<file path="config.mk">
export PLATFORM = sky130hd
export DESIGN_NAME = wishbone_mux_n
export DESIGN_NICKNAME = d
export VERILOG_FILES = /design/src/rtl/wishbone_mux_n.sv
export SDC_FILE = /design/constraint.sdc
export NUM_CORES = 1
export LEC_CHECK = 0
export BUFFER_PORTS_ARGS = -buffer_cell sky130_fd_sc_hd__buf_4
export CELL_PAD_IN_SITES_DETAIL_PLACEMENT = 1
export CELL_PAD_IN_SITES_GLOBAL_PLACEMENT = 1
export CORE_AREA = 2 2 307 309
export CTS_BUF_LIST = sky130_fd_sc_hd__clkbuf_4
export DETAILED_ROUTE_END_ITERATION = 10
export DIE_AREA = 0 0 309 311
export GPL_ROUTABILITY_DRIVEN = 0
export PLACE_DENSITY = 0.46
export SLEW_MARGIN = 25
export SYNTH_ARGS = -nofsm -noshare
export SYNTH_HDL_FRONTEND = slang
export SYNTH_SLANG_ARGS = --single-unit
</file>
<file path="constraint.sdc">
create_clock -name clk -period 2.16 [get_ports clk]
set_input_delay 0.216 -clock clk [delete_from_list [all_inputs] [get_ports clk]]
set_output_delay 0.216 -clock clk [all_outputs]
set_load 0.03 [all_outputs]
</file>
<file path="src/rtl/wishbone_mux_n.sv">
// Single-master Wishbone fan-out to NUM_SLAVES ports: prefix/mask address decode,
// lowest-index priority, decode-error response and optional watchdog timeout.
module wishbone_mux_n #(
   parameter  int DATA_WIDTH     = 32,
   parameter  int ADDR_WIDTH     = 32,
   parameter  int SELECT_WIDTH   = DATA_WIDTH / 8,
   parameter  int NUM_SLAVES     = 4,
   parameter  int TIMEOUT_CYCLES = 255,
   localparam int IW             = (NUM_SLAVES > 1) ? $clog2(NUM_SLAVES) : 1
) (
   input  logic                               clk,
   input  logic                               rst_n,
   input  logic [ADDR_WIDTH-1:0]              wbm_adr_i,
   input  logic [DATA_WIDTH-1:0]              wbm_dat_i,
   output logic [DATA_WIDTH-1:0]              wbm_dat_o,
   input  logic                               wbm_we_i,
   input  logic [SELECT_WIDTH-1:0]            wbm_sel_i,
   input  logic                               wbm_stb_i,
   input  logic                               wbm_cyc_i,
   output logic                               wbm_ack_o,
   output logic                               wbm_err_o,
   output logic                               wbm_rty_o,
   output logic [NUM_SLAVES*ADDR_WIDTH-1:0]   wbs_adr_o,
   output logic [NUM_SLAVES*DATA_WIDTH-1:0]   wbs_dat_o,
   input  logic [NUM_SLAVES*DATA_WIDTH-1:0]   wbs_dat_i,
   output logic [NUM_SLAVES-1:0]              wbs_we_o,
   output logic [NUM_SLAVES*SELECT_WIDTH-1:0] wbs_sel_o,
   output logic [NUM_SLAVES-1:0]              wbs_stb_o,
   output logic [NUM_SLAVES-1:0]              wbs_cyc_o,
   input  logic [NUM_SLAVES-1:0]              wbs_ack_i,
   input  logic [NUM_SLAVES-1:0]              wbs_err_i,
   input  logic [NUM_SLAVES-1:0]              wbs_rty_i,
   input  logic [NUM_SLAVES*ADDR_WIDTH-1:0]   wbs_addr,
   input  logic [NUM_SLAVES*ADDR_WIDTH-1:0]   wbs_addr_msk,
   output logic                               busy_o,
   output logic [IW-1:0]                      grant_o,
   output logic                               timeout_o
);

   localparam int CW = (TIMEOUT_CYCLES > 0) ? $clog2(TIMEOUT_CYCLES + 1) : 1;

   typedef enum logic [1:0] {S_IDLE, S_ACTIVE, S_DERR} state_t;

   state_t          state_q, state_d;
   logic [IW-1:0]   grant_q, grant_d;
   logic [CW-1:0]   cnt_q, cnt_d;

   logic            hit;
   logic [IW-1:0]   hit_idx;
   logic            active;
   logic            g_ack, g_err, g_rty, g_term;
   logic            tmo;
   logic            slv_en;
   logic [DATA_WIDTH-1:0] g_dat;

   // Scan from the top down so the lowest matching index is the one left standing.
   always_comb begin
      hit     = 1'b0;
      hit_idx = '0;
      for (int k = NUM_SLAVES - 1; k >= 0; k--) begin
         if (((wbm_adr_i ^ wbs_addr[k*ADDR_WIDTH +: ADDR_WIDTH])
              & wbs_addr_msk[k*ADDR_WIDTH +: ADDR_WIDTH]) == '0) begin
            hit     = 1'b1;
            hit_idx = IW'(k);
         end
      end
   end

   assign active = (state_q == S_ACTIVE);
   assign g_ack  = wbs_ack_i[grant_q];
   assign g_err  = wbs_err_i[grant_q];
   assign g_rty  = wbs_rty_i[grant_q];
   assign g_dat  = wbs_dat_i[int'(grant_q) * DATA_WIDTH +: DATA_WIDTH];
   // Terminations only count while the master still holds the cycle; a dropped cyc is an abort.
   assign g_term = wbm_cyc_i & (g_ack | g_err | g_rty);

   assign tmo = active & wbm_cyc_i & ~g_term & (TIMEOUT_CYCLES != 0)
                & ((32'(cnt_q) + 32'd1) == TIMEOUT_CYCLES);

   assign slv_en = active & ~tmo;

   always_comb begin
      wbs_stb_o = '0;
      wbs_cyc_o = '0;
      wbs_we_o  = '0;
      for (int k = 0; k < NUM_SLAVES; k++) begin
         wbs_stb_o[k] = slv_en & (grant_q == IW'(k)) & wbm_stb_i;
         wbs_cyc_o[k] = slv_en & (grant_q == IW'(k)) & wbm_cyc_i;
         wbs_we_o[k]  = slv_en & (grant_q == IW'(k)) & wbm_we_i;
      end
   end

   assign wbs_adr_o = {NUM_SLAVES{wbm_adr_i}};
   assign wbs_dat_o = {NUM_SLAVES{wbm_dat_i}};
   assign wbs_sel_o = {NUM_SLAVES{wbm_sel_i}};

   assign wbm_ack_o = active & wbm_cyc_i & g_ack;
   assign wbm_err_o = (active & wbm_cyc_i & g_err) | tmo | (state_q == S_DERR);
   assign wbm_rty_o = active & wbm_cyc_i & g_rty;
   assign wbm_dat_o = active ? g_dat : '0;

   assign busy_o    = active;
   assign grant_o   = grant_q;
   assign timeout_o = tmo;

   always_comb begin
      state_d = state_q;
      grant_d = grant_q;
      cnt_d   = cnt_q;
      case (state_q)
         S_IDLE: begin
            if (wbm_cyc_i && wbm_stb_i) begin
               if (hit) begin
                  state_d = S_ACTIVE;
                  grant_d = hit_idx;
                  cnt_d   = '0;
               end else begin
                  state_d = S_DERR;
               end
            end
         end
         S_ACTIVE: begin
            if (!wbm_cyc_i || g_term || tmo) begin
               state_d = S_IDLE;
            end else begin
               cnt_d = cnt_q + CW'(1);
            end
         end
         S_DERR:  state_d = S_IDLE;
         default: state_d = S_IDLE;
      endcase
   end

   always_ff @(posedge clk or negedge rst_n) begin
      if (!rst_n) begin
         state_q <= S_IDLE;
         grant_q <= '0;
         cnt_q   <= '0;
      end else begin
         state_q <= state_d;
         grant_q <= grant_d;
         cnt_q   <= cnt_d;
      end
   end

endmodule

</file>
==> results of run 1 <==
-- power by group through the flow --
stage | registers [mW] | clock network [mW] | logic (mW)
after floorplan | 0.234 | 0 | 1.27
after global placement | 0.235 | 0 | 1.99
after detailed placement | 0.235 | 0 | 2.00
after CTS | 0.231 | 0.159 | 2.05
after global routing | 0.231 | 0.171 | 2.15
final | 0.230 | 0.150 | 2.00
-- sequential cells by signal (all words and copies together), names as in the netlist --
register and count:
cnt_q 8, grant_o 2, state_q 2
-- layer usage --
metal | vias to the layer above | track usage, %
met3 | 38 | 2.18
met1 | 3148 | 9.36
met4 | 2 | 2.18
met5 | - | 0
met2 | 520 | 17.8
li1 | 3036 | -
-- layout make-up --
| type | instances | area, sq um |
|---|---|---|
| Tap cell | 1254 | 1570 |
| Inverter | 3 | 11.3 |
| Fill cell | 11121 | 81200 |
| Antenna cell | 6 | 15.0 |
| Sequential cell | 12 | 303 |
| Timing Repair Buffer | 749 | 6140 |
| Clock inverter | 1 | 3.75 |
| Multi-Input combinational cell | 372 | 3540 |
| Clock buffer | 3 | 22.5 |
-- logic make-up after synthesis --
family                     count (synthesis)  synth area share [%]
AOI/OAI and AO/OA                         99                  12.9
xor gates and xnor gates                 129                  19.7
adders and majority gates                  2                 0.437
buffers and inverters                    289                  37.1
DFF                                       12                  5.24
muxes                                     35                  13.9
and+or+nand+nor                          107                  10.7
-- how the worst max path moves through the flow --
stage / from / endpoint / slack, ns / cells after the start
after floorplan: grant_o[0]$_DFFE_PN0P_ / wbm_err_o / -0.30 / 6
after detailed placement: wbm_adr_i[23] / cnt_q[7]$_DFFE_PN0P_ / -1.18 / 8
after global placement: wbm_adr_i[23] / cnt_q[7]$_DFFE_PN0P_ / -1.14 / 8
after global routing: grant_o[0]$_DFFE_PN0P_ / wbm_err_o / -0.71 / 7
after CTS: grant_o[0]$_DFFE_PN0P_ / wbm_err_o / -0.73 / 8
final: grant_o[0]$_DFFE_PN0P_ / wbs_we_o[3] / -0.62 / 7
-- placed cells by master, fill, tap and decap left out, types with 3 or more instances in the layout --
master      n
xor2_2      4
nand2_1     8
buf_8       4
nor2_2      7
buf_12     16
nor2b_1     3
mux4_2     35
inv_1       3
nand4_1    17
nand3_1     9
o21ai_2     3
and2_1     33
nor2_1      7
a22oi_2     5
a22oi_1    59
buf_6      49
a31o_1      3
buf_4     674
and3_1      3
nor2_4      3
buf_16      5
o21ai_1     6
clkbuf_4    3
xor2_1    124
o21ai_0     3
dfrtp_1    10
or4_4       4
diode_2     6
-- per-stage QoR --
step | utilization (%) | setup TNS, ns | hold slack (ns) | total power, mW | instance area, sq um
2_1_floorplan | - | -3.13 | -0.0796 | 1.51 | 5740
3_3_place_gp | 11.5 | -25.91 | 0.0705 | 2.23 | 10700
3_5_place_dp | 11.5 | -27.47 | 0.0757 | 2.24 | 10700
4_1_cts | 12.1 | -20.17 | 0.407 | 2.44 | 11200
5_1_grt | 12.5 | -21.90 | 0.398 | 2.55 | 11600
6_report | 12.5 | -17.26 | 0.372 | 2.38 | 11600
-- what timing repair did --
action	in CTS	in global routing
hold endpoints to repair	12	0
pin swaps	16	21
gates cloned	5	0
buffers inserted	8	14
gates resized for setup	57	80
hold buffers	1	0
endpoints found under the setup margin	60	59
==> summary.md, run 1 <==
| Metric | Value |
|---|---|
| Status | `complete, but fails checks` |
| Violated checks | `setup timing` |
| Post-synth top area share | `35.7%` |
| Place WS | `-1.18 ns` |
| Post-route DRC violation count | `0` |
| Routed len/inst | `~19 um` |
| FFs w/ async S/R, synth | `100%` |
| Synth Area per Inst | `between 8 and 9 sq um` |
| CP max FO | `4` |
| CP Launch Type | `flip-flop` |
| Clock H-tree levels | `1` |
| Post-synthesis cell type count | `46` |
| Comb pwr share | `between 80% and 90%` |
| Layout area overhead | `103%` |
| CORE AREA | `92800 sq um` |
| Synth Instances | `a little under 700` |
| Crit-path cells | `buf_12 -> mux4_2 -> or4_4 -> o21ai_4 -> buf_6 -> nor2_2 -> buf_6` |
| Vias in the first global route | `7828` |
| Setup slack, reg-to-reg | `-0.36 ns` |
| Final worst setup slack | `-0.621 ns` |
| Row count | `roughly 110` |
| Most numerous cell in the Yosys netlist | `buf_4` |
| Final Hold Fails | `0` |
| Largest net degree at the start of global routing | `44` |
| Die height | `311 um` |
| Post-synth EDFFs | `0` |
| DR iter-0 viols | `210` |
| Sequential Power Share | `9.7%` |
| Ys flop type | `dfrtp_1` |
| Die footprint | `96100 sq um` |
| Cell Count Post-Placement | `2365` |
| Worst r2r path cells | `7` |
| Crit-path leading delay family | `simple AND/OR/NAND/NOR gates` |
| DRT Wirelength | `46600 um` |
| Synth Register Bits | `12` |
| Worst path arrival time | `between 2 and 3 ns` |
| Slew Limit Headroom | `a little under three fifths` |
| Sequential share of the synthesized area | `5.24%` |
| Net Count, Synth | `1144` |
| Most common library cells after synthesis | `272 x buf_4, 128 x xor2_1, 64 x a22oi_1` |
| GRT Residual Overflow | `0` |
| CP Class | `reg2out` |
| Peak supply drop | `0.0923 mV` |
| Die W | `between 300 and 400 um` |
| Min Tclk post-route | `2.78 ns` |
| Reg2Reg Capture Point | `cnt_q[3]$_DFFE_PN0P_` |
| Clock transition at the registers of the reported paths | `about 0.090 ns` |
| Fin crit share | `129%` |
| Hpwl dp | `~42000 um` |
| # nets final | `1612` |
| Inserted Clock Buffers | `3` |
| Gr usage total | `a little under a tenth` |
| Final setup viols | `56` |
| I/O pins | `792` |
| Met2 WL post-DR | `~25000 um` |
| Critical path required time | `1.94 ns` |
| Slew Limit Fails | `0` |
| Routed via count | `6744` |
| Tightest Pin Transition | `0.666 ns` |
| Clock Power Share | `about 6.3%` |
| Clk sinks | `12` |
| Clock Latency Late Sink | `between 0.2 and 0.3 ns` |
| Vias/cell | `2.81` |
| Synthesized area | `5730 sq um` |
| Post-route non-filler standard cell count | `2400` |
| Sw power | `1.03 mW` |
| Fmax | `approximately 360 MHz` |
| CTS tree | `yes` |
| Crit-path most repeated cell | `buf_6` |
| RR Startpoint | `grant_o[0]$_DFFE_PN0P_` |
| RSZ-0062 raised after global routing | `yes` |
| Initial core utilization | `6.17%` |
| Internal power component | `~1.4 mW` |
| Layout cells sized above 1 | `73.0%` |
| Metal-1 WL | `16800 um` |
| Routed Antenna Nets | `0` |
| Buf/Inv on CP | `3` |
| Clk root buf | `clkbuf_4` |
| Port bufs | `611` |
| Clock skew | `0.00258 ns` |
| Power per Cell Area | `206 nW/um^2` |
| Global-route wire length before repair | `60100 um` |
| Ys Warns | `0` |
| CP endpoint kind | `output port` |
| Post-synth top area cell | `buf_4` |
| Tightest Hold Check Type | `in2async` |
| First-pass iteration count of the detailed router | `4` |
| CTS Buffer Depth | `2` |
| Max Cap Viol | `0` |
| Sw frac | `a little over two fifths` |
| Met3 WL post-DR | `approximately 3800 um` |
| Slowest CP cell | `or4_4` |
| Initial antenna violation count | `10` |
| Uppermost layer routed | `met5` |
| Max incr delay on CP | `0.60 ns` |
| P_leak | `5.24 nW` |
| Most area-consuming cells after synthesis | `buf_4 36%, xor2_1 20%, mux4_2 13%` |
No activity file was read; power rests on OpenSTA's default activity.
==> run 2, diff against run 1 <==
SKIP_CTS_REPAIR_TIMING = 1   (was not set)
==> summary.md, run 2 (same netlist as run 1, synthesis figures left out) <==
| Metric | Value |
|---|---|
| Commonest cells after routing, fill and taps aside | `671 x buf_4, 126 x xor2_1, 58 x a22oi_1, 52 x buf_6, 35 x mux4_2` |
| Max Cap Viol | `0 (unchanged)` |
| Initial core utilization | `6.17% (unchanged)` |
| Clock skew | `0.00164 ns (-0.000944 ns)` |
| TNS Setup | `-13.54 ns (+3.72 ns)` |
| P_leak | `5.27 nW (+0.56%)` |
| Sequential Power Share | `9.7% (about the same)` |
| CP endpoint kind | `output port` |
| First-pass iteration count of the detailed router | `4 (unchanged)` |
| Largest net degree at the start of global routing | `44 (unchanged)` |
| Clk root buf | `clkbuf_4` |
| Layout cells sized above 1 | `75.4% (+2.4 points)` |
| Slew Limit Fails | `0 (unchanged)` |
| CP max FO | `4 (unchanged)` |
| Leading cell type in the layout, fill and taps excluded | `buf_4` |
| Port bufs | `611 (unchanged)` |
| Final setup viols | `57 (+1.8%)` |
| Gr usage total | `8.76% (-0.26 points)` |
| Final Hold Fails | `0 (unchanged)` |
| Routed via count | `6730 (-0.21%)` |
| Global-route wire length before repair | `58500 um (-2.6%)` |
| # nets final | `1611 (-0.062%)` |
| Layout area overhead | `103% (about the same)` |
| Vias/cell | `2.81 (about the same)` |
| Min Tclk post-route | `2.82 ns (+0.0365 ns)` |
| Max incr delay on CP | `0.61 ns (about the same)` |
| Power per Cell Area | `205 nW/um^2 (-0.52%)` |
| Largest Register | `cnt_q` |
| Violated checks | `setup timing` |
| Crit-path cells | `buf_12 -> mux4_2 -> or4_4 -> o21ai_4 -> buf_6 -> nor2_2 -> buf_6` |
| Status | `complete, but fails checks` |
| Sw frac | `43.3% (+0.10 points)` |
| CP Launch Type | `flip-flop` |
| Placed standard-cell area | `10700 sq um (unchanged)` |
| GRT Residual Overflow | `0 (unchanged)` |
| Peak supply drop | `0.0922 mV (about the same)` |
| Internal power component | `1.35 mW (-0.63%)` |
| Tightest Hold Check Type | `in2async` |
| Crit-path most repeated cell | `buf_6` |
| Clock transition at the registers of the reported paths | `0.08 ns (about the same)` |
| Worst r2r path cells | `8 (+1)` |
| # fillers | `11129 (+0.072%)` |
| Routed len/inst | `19.3 um (-0.69%)` |
| Fin crit share | `130% (+1.7 points)` |
| CTS tree | `yes` |
| Post-route DRC violation count | `0 (unchanged)` |
| Pwr Total | `2.37 mW (-0.46%)` |
| Routed Antenna Nets | `0 (unchanged)` |
| Die height | `311 um (unchanged)` |
| Die W | `309 um (unchanged)` |
| Clock H-tree levels | `1 (unchanged)` |
| Final worst setup slack | `-0.658 ns (-0.0365 ns)` |
| Die footprint | `96100 sq um (unchanged)` |
| CP Class | `reg2out` |
| Tightest Pin Transition | `0.647 ns (-0.0185 ns)` |
| Initial antenna violation count | `8 (-2)` |
| Worst path arrival time | `2.60 ns (+0.03 ns)` |
| Clk sinks | `12 (unchanged)` |
| Hpwl dp | `42300 um (unchanged)` |
| CORE AREA | `92800 sq um (unchanged)` |
| Slowest CP cell | `or4_4` |
| Slew Limit Headroom | `56.7% (+1.2 points)` |
| Sw power | `1.03 mW (-0.22%)` |
| Max reg flops | `8 (unchanged)` |
| Critical path required time | `1.94 ns (about the same)` |
| RSZ-0062 raised after global routing | `yes` |
| I/O pins | `792 (unchanged)` |
| Row count | `112 (unchanged)` |
| CTS Buffer Depth | `2 (unchanged)` |
| Fmax | `355 MHz (-1.3%)` |
| Inserted Clock Buffers | `3 (unchanged)` |
| Cell area after layout | `11600 sq um (about the same)` |
| DR iter-0 viols | `170 (-19%)` |
| Comb pwr share | `84.0% (about the same)` |
| Vias in the first global route | `7656 (-2.2%)` |
| Clock Power Share | `6.3% (about the same)` |
| Clock Latency Late Sink | `0.27 ns (about the same)` |
| DRT Wirelength | `46200 um (-0.86%)` |
-- run 2: cell types whose count changed in the layout (fill, tap and decap cells not counted), moves of 4 or more --
cell,previous run,this run
buf_12,16,10
clkbuf_16,0,4
buf_8,4,9
and2_4,0,32
and2_1,33,1
buf_16,5,1
-- run 2: final cells by class --
cell class	instances	area, sq um	share of cell area (%)
Antenna cell	3	7.51	0.0647
Tap cell	1254	1570	13.5
Timing Repair Buffer	748	6100	52.5
Sequential cell	12	303	2.61
Inverter	3	11.3	0.0970
Clock buffer	3	22.5	0.194
Multi-Input combinational cell	372	3600	31.0
Clock inverter	1	3.75	0.0323
-- run 2: worst paths after layout --
path / slack [ns] / to / from
max: -0.66 / wbs_stb_o[3] / grant_o[0]$_DFFE_PN0P_
min: 0.37 / state_q[1]$_DFFE_PN0P_ / rst_n
max reg2reg: -0.42 / cnt_q[6]$_DFFE_PN0P_ / grant_o[0]$_DFFE_PN0P_
min reg2reg: 0.59 / cnt_q[7]$_DFFE_PN0P_ / cnt_q[7]$_DFFE_PN0P_
max in group asynchronous: 1.61 / grant_o[0]$_DFFE_PN0P_ / rst_n
min in group clk: 0.43 / wbs_dat_o[95] / wbm_dat_i[31]
-- run 2: power groups by stage --
stage | combinational, mW | clock [mW] | sequential [mW]
floorplan | 1.27 | 0 | 0.234
global placement | 1.99 | 0 | 0.235
detailed placement | 2.00 | 0 | 0.235
CTS | 2.01 | 0.159 | 0.231
global route | 2.14 | 0.171 | 0.231
finish | 1.99 | 0.150 | 0.231
-- run 2: worst max-delay path: cells and delay by family, from the launching register on --
family,cells,cell delay [ns]
AO/OA/AOI/OAI,1,0.19
buffers and inverters,3,0.42
flip-flops,1,0.46
multiplexers,1,0.59
AND/OR/NAND/NOR,2,0.65
-- run 2: metrics by stage --
step                instances  setup slack [ns]  hold slack, ns  util, %
global route             2396            -0.752           0.398     12.5
detailed placement       2365             -1.18          0.0757     11.5
finish                   2396            -0.658           0.370     12.5
floorplan                 673            -0.296         -0.0796        -
CTS                      2369            -0.900          -0.235     11.6
global placement         2365             -1.14          0.0705     11.5
-- run 2: layer usage --
| layer | track usage (%) | part of all wire, % | wire (um) | up-vias |
|---|---|---|---|---|
| met2 | 17.2 | 54 | 24700 | 525 |
| met3 | 2.08 | 8.2 | 3770 | 38 |
| met5 | 0 | 0.048 | 22 | - |
| met1 | 9.31 | 36 | 16700 | 3136 |
| li1 | - | - | - | 3027 |
| met4 | 1.64 | 2.1 | 954 | 4 |
==> run 3, diff against run 2 <==
CORE_AREA = 2 2 311 313   (was 2 2 307 309)
DIE_AREA = 0 0 313 315   (was 0 0 309 311)
PLACE_DENSITY = 0.39   (was 0.46)
clock period = 3.4 ns   (was 2.16 ns; I/O delays follow)
==> summary.md, run 3 (same netlist as run 1, synthesis figures left out) <==
| Metric | Value |
|---|---|
| Fmax | `roughly 320 MHz` |
| Clock Power Share | `6.6% (+0.3 points)` |
| Crit-path most repeated cell | `buf_4` |
| Clock H-tree levels | `1 (unchanged)` |
| Placed standard-cell area | `9890 sq um (-7.6%)` |
| GRT Residual Overflow | `0 (unchanged)` |
| Cell Count Post-Placement | `2284 (-3.4%)` |
| Critical path required time | `3.06 ns (+1.12 ns)` |
| # nets final | `1485 (-7.8%)` |
| Die W | `313 um (+1.3%)` |
| CTS Buffer Depth | `2 (unchanged)` |
| Hpwl dp | `42300 um (about the same)` |
| Tightest Pin Transition | `0.792 ns (+0.145 ns)` |
| Row count | `114 (+1.8%)` |
| Fin Hold WS | `0.498 ns (+0.128 ns)` |
| Sw frac | `46.3% (+3.0 points)` |
| Power per Cell Area | `140 nW/um^2 (-32%)` |
| Internal power component | `746 uW (-45%)` |
| Setup slack, reg-to-reg | `0.91 ns (+1.33 ns)` |
| Final setup viols | `0 (-100%)` |
| Slowest CP cell | `mux4_1` |
| # fillers | `11532 (+3.6%)` |
| First-pass iteration count of the detailed router | `4 (unchanged)` |
| Fin crit share | `92.0%` |
| I/O pins | `792 (unchanged)` |
| Max incr delay on CP | `0.69 ns (+0.08 ns)` |
| Gr usage total | `8.74% (-0.017 points)` |
| TNS Setup | `0 ns (+13.54 ns)` |
| Crit-path cells | `mux4_1 -> or4_4 -> o21ai_1 -> buf_4 -> nor2_1 -> buf_4` |
| Inserted Clock Buffers | `3 (unchanged)` |
| CP max FO | `11 (+7)` |
| Clk root buf | `clkbuf_4` |
| Final Hold Fails | `0 (unchanged)` |
| P_leak | `4.41 nW (-16%)` |
| Largest net degree at the start of global routing | `44 (unchanged)` |
| Comb pwr share | `82.9% (-1.1 points)` |
| Reg2Reg Capture Point | `cnt_q[3]$_DFFE_PN0P_` |
| CP endpoint kind | `output port` |
| Layout cells sized above 1 | `65.8% (-9.6 points)` |
| Die height | `315 um (+1.3%)` |
| Global-route wire length before repair | `59200 um (+1.1%)` |
| Vias in the first global route | `7019 (-8.3%)` |
| Routed Antenna Nets | `0 (unchanged)` |
| Worst path arrival time | `2.79 ns (+0.19 ns)` |
| Commonest cells after routing, fill and taps aside | `621 x buf_4, 126 x xor2_1, 64 x a22oi_1, 33 x mux4_2, 33 x and2_1` |
| Layout area overhead | `73.6%` |
| CP Launch Type | `flip-flop` |
| Slew Limit Headroom | `46.4% (-10 points)` |
| Port bufs | `611 (unchanged)` |
| CTS tree | `yes` |
| Slew Limit Fails | `0 (unchanged)` |
| Post-route DRC violation count | `0 (unchanged)` |
| Post-route non-filler standard cell count | `2294 (-4.3%)` |
| Sequential Power Share | `10.6% (+0.9 points)` |
| Largest Register | `cnt_q` |
| Vias/cell | `2.71 (-3.6%)` |
| CP Class | `reg2out` |
| Leading cell type in the layout, fill and taps excluded | `buf_4` |
| Max reg flops | `8 (unchanged)` |
| Routed len/inst | `19.8 um (+2.8%)` |
| RSZ-0062 raised after global routing | `no` |
| Routed via count | `6209 (-7.7%)` |
| DR iter-0 viols | `172 (+1.2%)` |
| Die footprint | `98600 sq um (+2.6%)` |
| Clk sinks | `12 (unchanged)` |
| Worst r2r path cells | `4 (-4)` |
| Clock transition at the registers of the reported paths | `0.08 ns (about the same)` |
| Status | `complete, no violations` |
| Min Tclk post-route | `3.13 ns` |
| Initial antenna violation count | `11 (+3)` |
| Core Util, Final | `10.4% (-2.1 points)` |
| RR Startpoint | `grant_o[0]$_DFFE_PN0P_` |
| Initial core utilization | `5.98% (-0.19 points)` |
| Tightest Hold Check Type | `in2async` |
| Clock Latency Late Sink | `0.27 ns (about the same)` |
| Sw power | `642 uW (-37%)` |
| Max Cap Viol | `0 (unchanged)` |
| DRT Wirelength | `45500 um (-1.6%)` |
| CORE AREA | `95700 sq um (+3.2%)` |
| Clock skew | `0.00934 ns (+0.00771 ns)` |
| Peak supply drop | `0.0610 mV (-34%)` |
| Cell area after layout | `9940 sq um (-14%)` |
==> run 3: changes by cell type in the layout (fill, tap and decap cells not counted), sizes merged <==
cell	delta
buf	-122
clkbuf	-4
diode	+2
==> run 3: power groups by stage <==
stage                     clock network (mW)  registers (mW)  logic (mW)
after floorplan                            0           0.149       0.808
after global placement                     0           0.150        1.18
after detailed placement                   0           0.150        1.18
after CTS                             0.0970           0.147        1.19
after global routing                   0.102           0.147        1.23
final                                 0.0910           0.147        1.15
==> run 3: layout make-up <==
class | instances | area [sq um] | share of cell area (%)
clock inverters | 1 | 3.75 | 0.0378
inverters | 3 | 11.3 | 0.113
repair buffers | 622 | 4670 | 47.0
well taps | 1276 | 1600 | 16.1
multi-input cells | 372 | 3320 | 33.4
clock buffers | 3 | 22.5 | 0.227
diodes | 5 | 12.5 | 0.126
flip-flops and latches | 12 | 303 | 3.05
==> run 3: worst max-delay path by stage <==
stage                            from              endpoint  slack (ns)  cells after the start
6_report       grant_o[0]$_DFFE_PN0P_          wbs_cyc_o[3]        0.27                      6
5_1_grt                 wbm_adr_i[23]  cnt_q[2]$_DFFE_PN0P_         0.1                      7
4_1_cts                 wbm_adr_i[23]  cnt_q[2]$_DFFE_PN0P_        0.15                      7
3_5_place_dp            wbm_adr_i[23]  cnt_q[2]$_DFFE_PN0P_       -0.14                      7
3_3_place_gp            wbm_adr_i[30]  cnt_q[2]$_DFFE_PN0P_       -0.19                      7
2_1_floorplan  grant_o[0]$_DFFE_PN0P_             wbm_err_o        0.28                      6
==> run 3: routing by layer <==
| metal | up-vias | global-route usage (%) | part of all wire [%] |
|---|---|---|---|
| li1 | 2787 | - | - |
| met1 | 2881 | 9.65 | 38 |
| met2 | 507 | 16.6 | 51 |
| met3 | 32 | 2.34 | 7.8 |
| met4 | 2 | 1.90 | 2.5 |
| met5 | - | 0 | 0.029 |
==> run 3: worst max-delay path, delay by kind of cell, from the launching register on <==
family	cells	cell delay (ns)
flip-flops	1	0.53
AO/OA/AOI/OAI	1	0.17
AND/OR/NAND/NOR	2	0.73
buffers and inverters	2	0.38
multiplexers	1	0.69
==> run 3: per-stage QoR <==
| stage | setup WS (ns) | power, mW |
|---|---|---|
| final | 0.271 | 1.39 |
| after global routing | 0.0964 | 1.48 |
| after CTS | 0.154 | 1.43 |
| after detailed placement | -0.138 | 1.33 |
| after global placement | -0.186 | 1.33 |
| after floorplan | 0.281 | 0.957 |
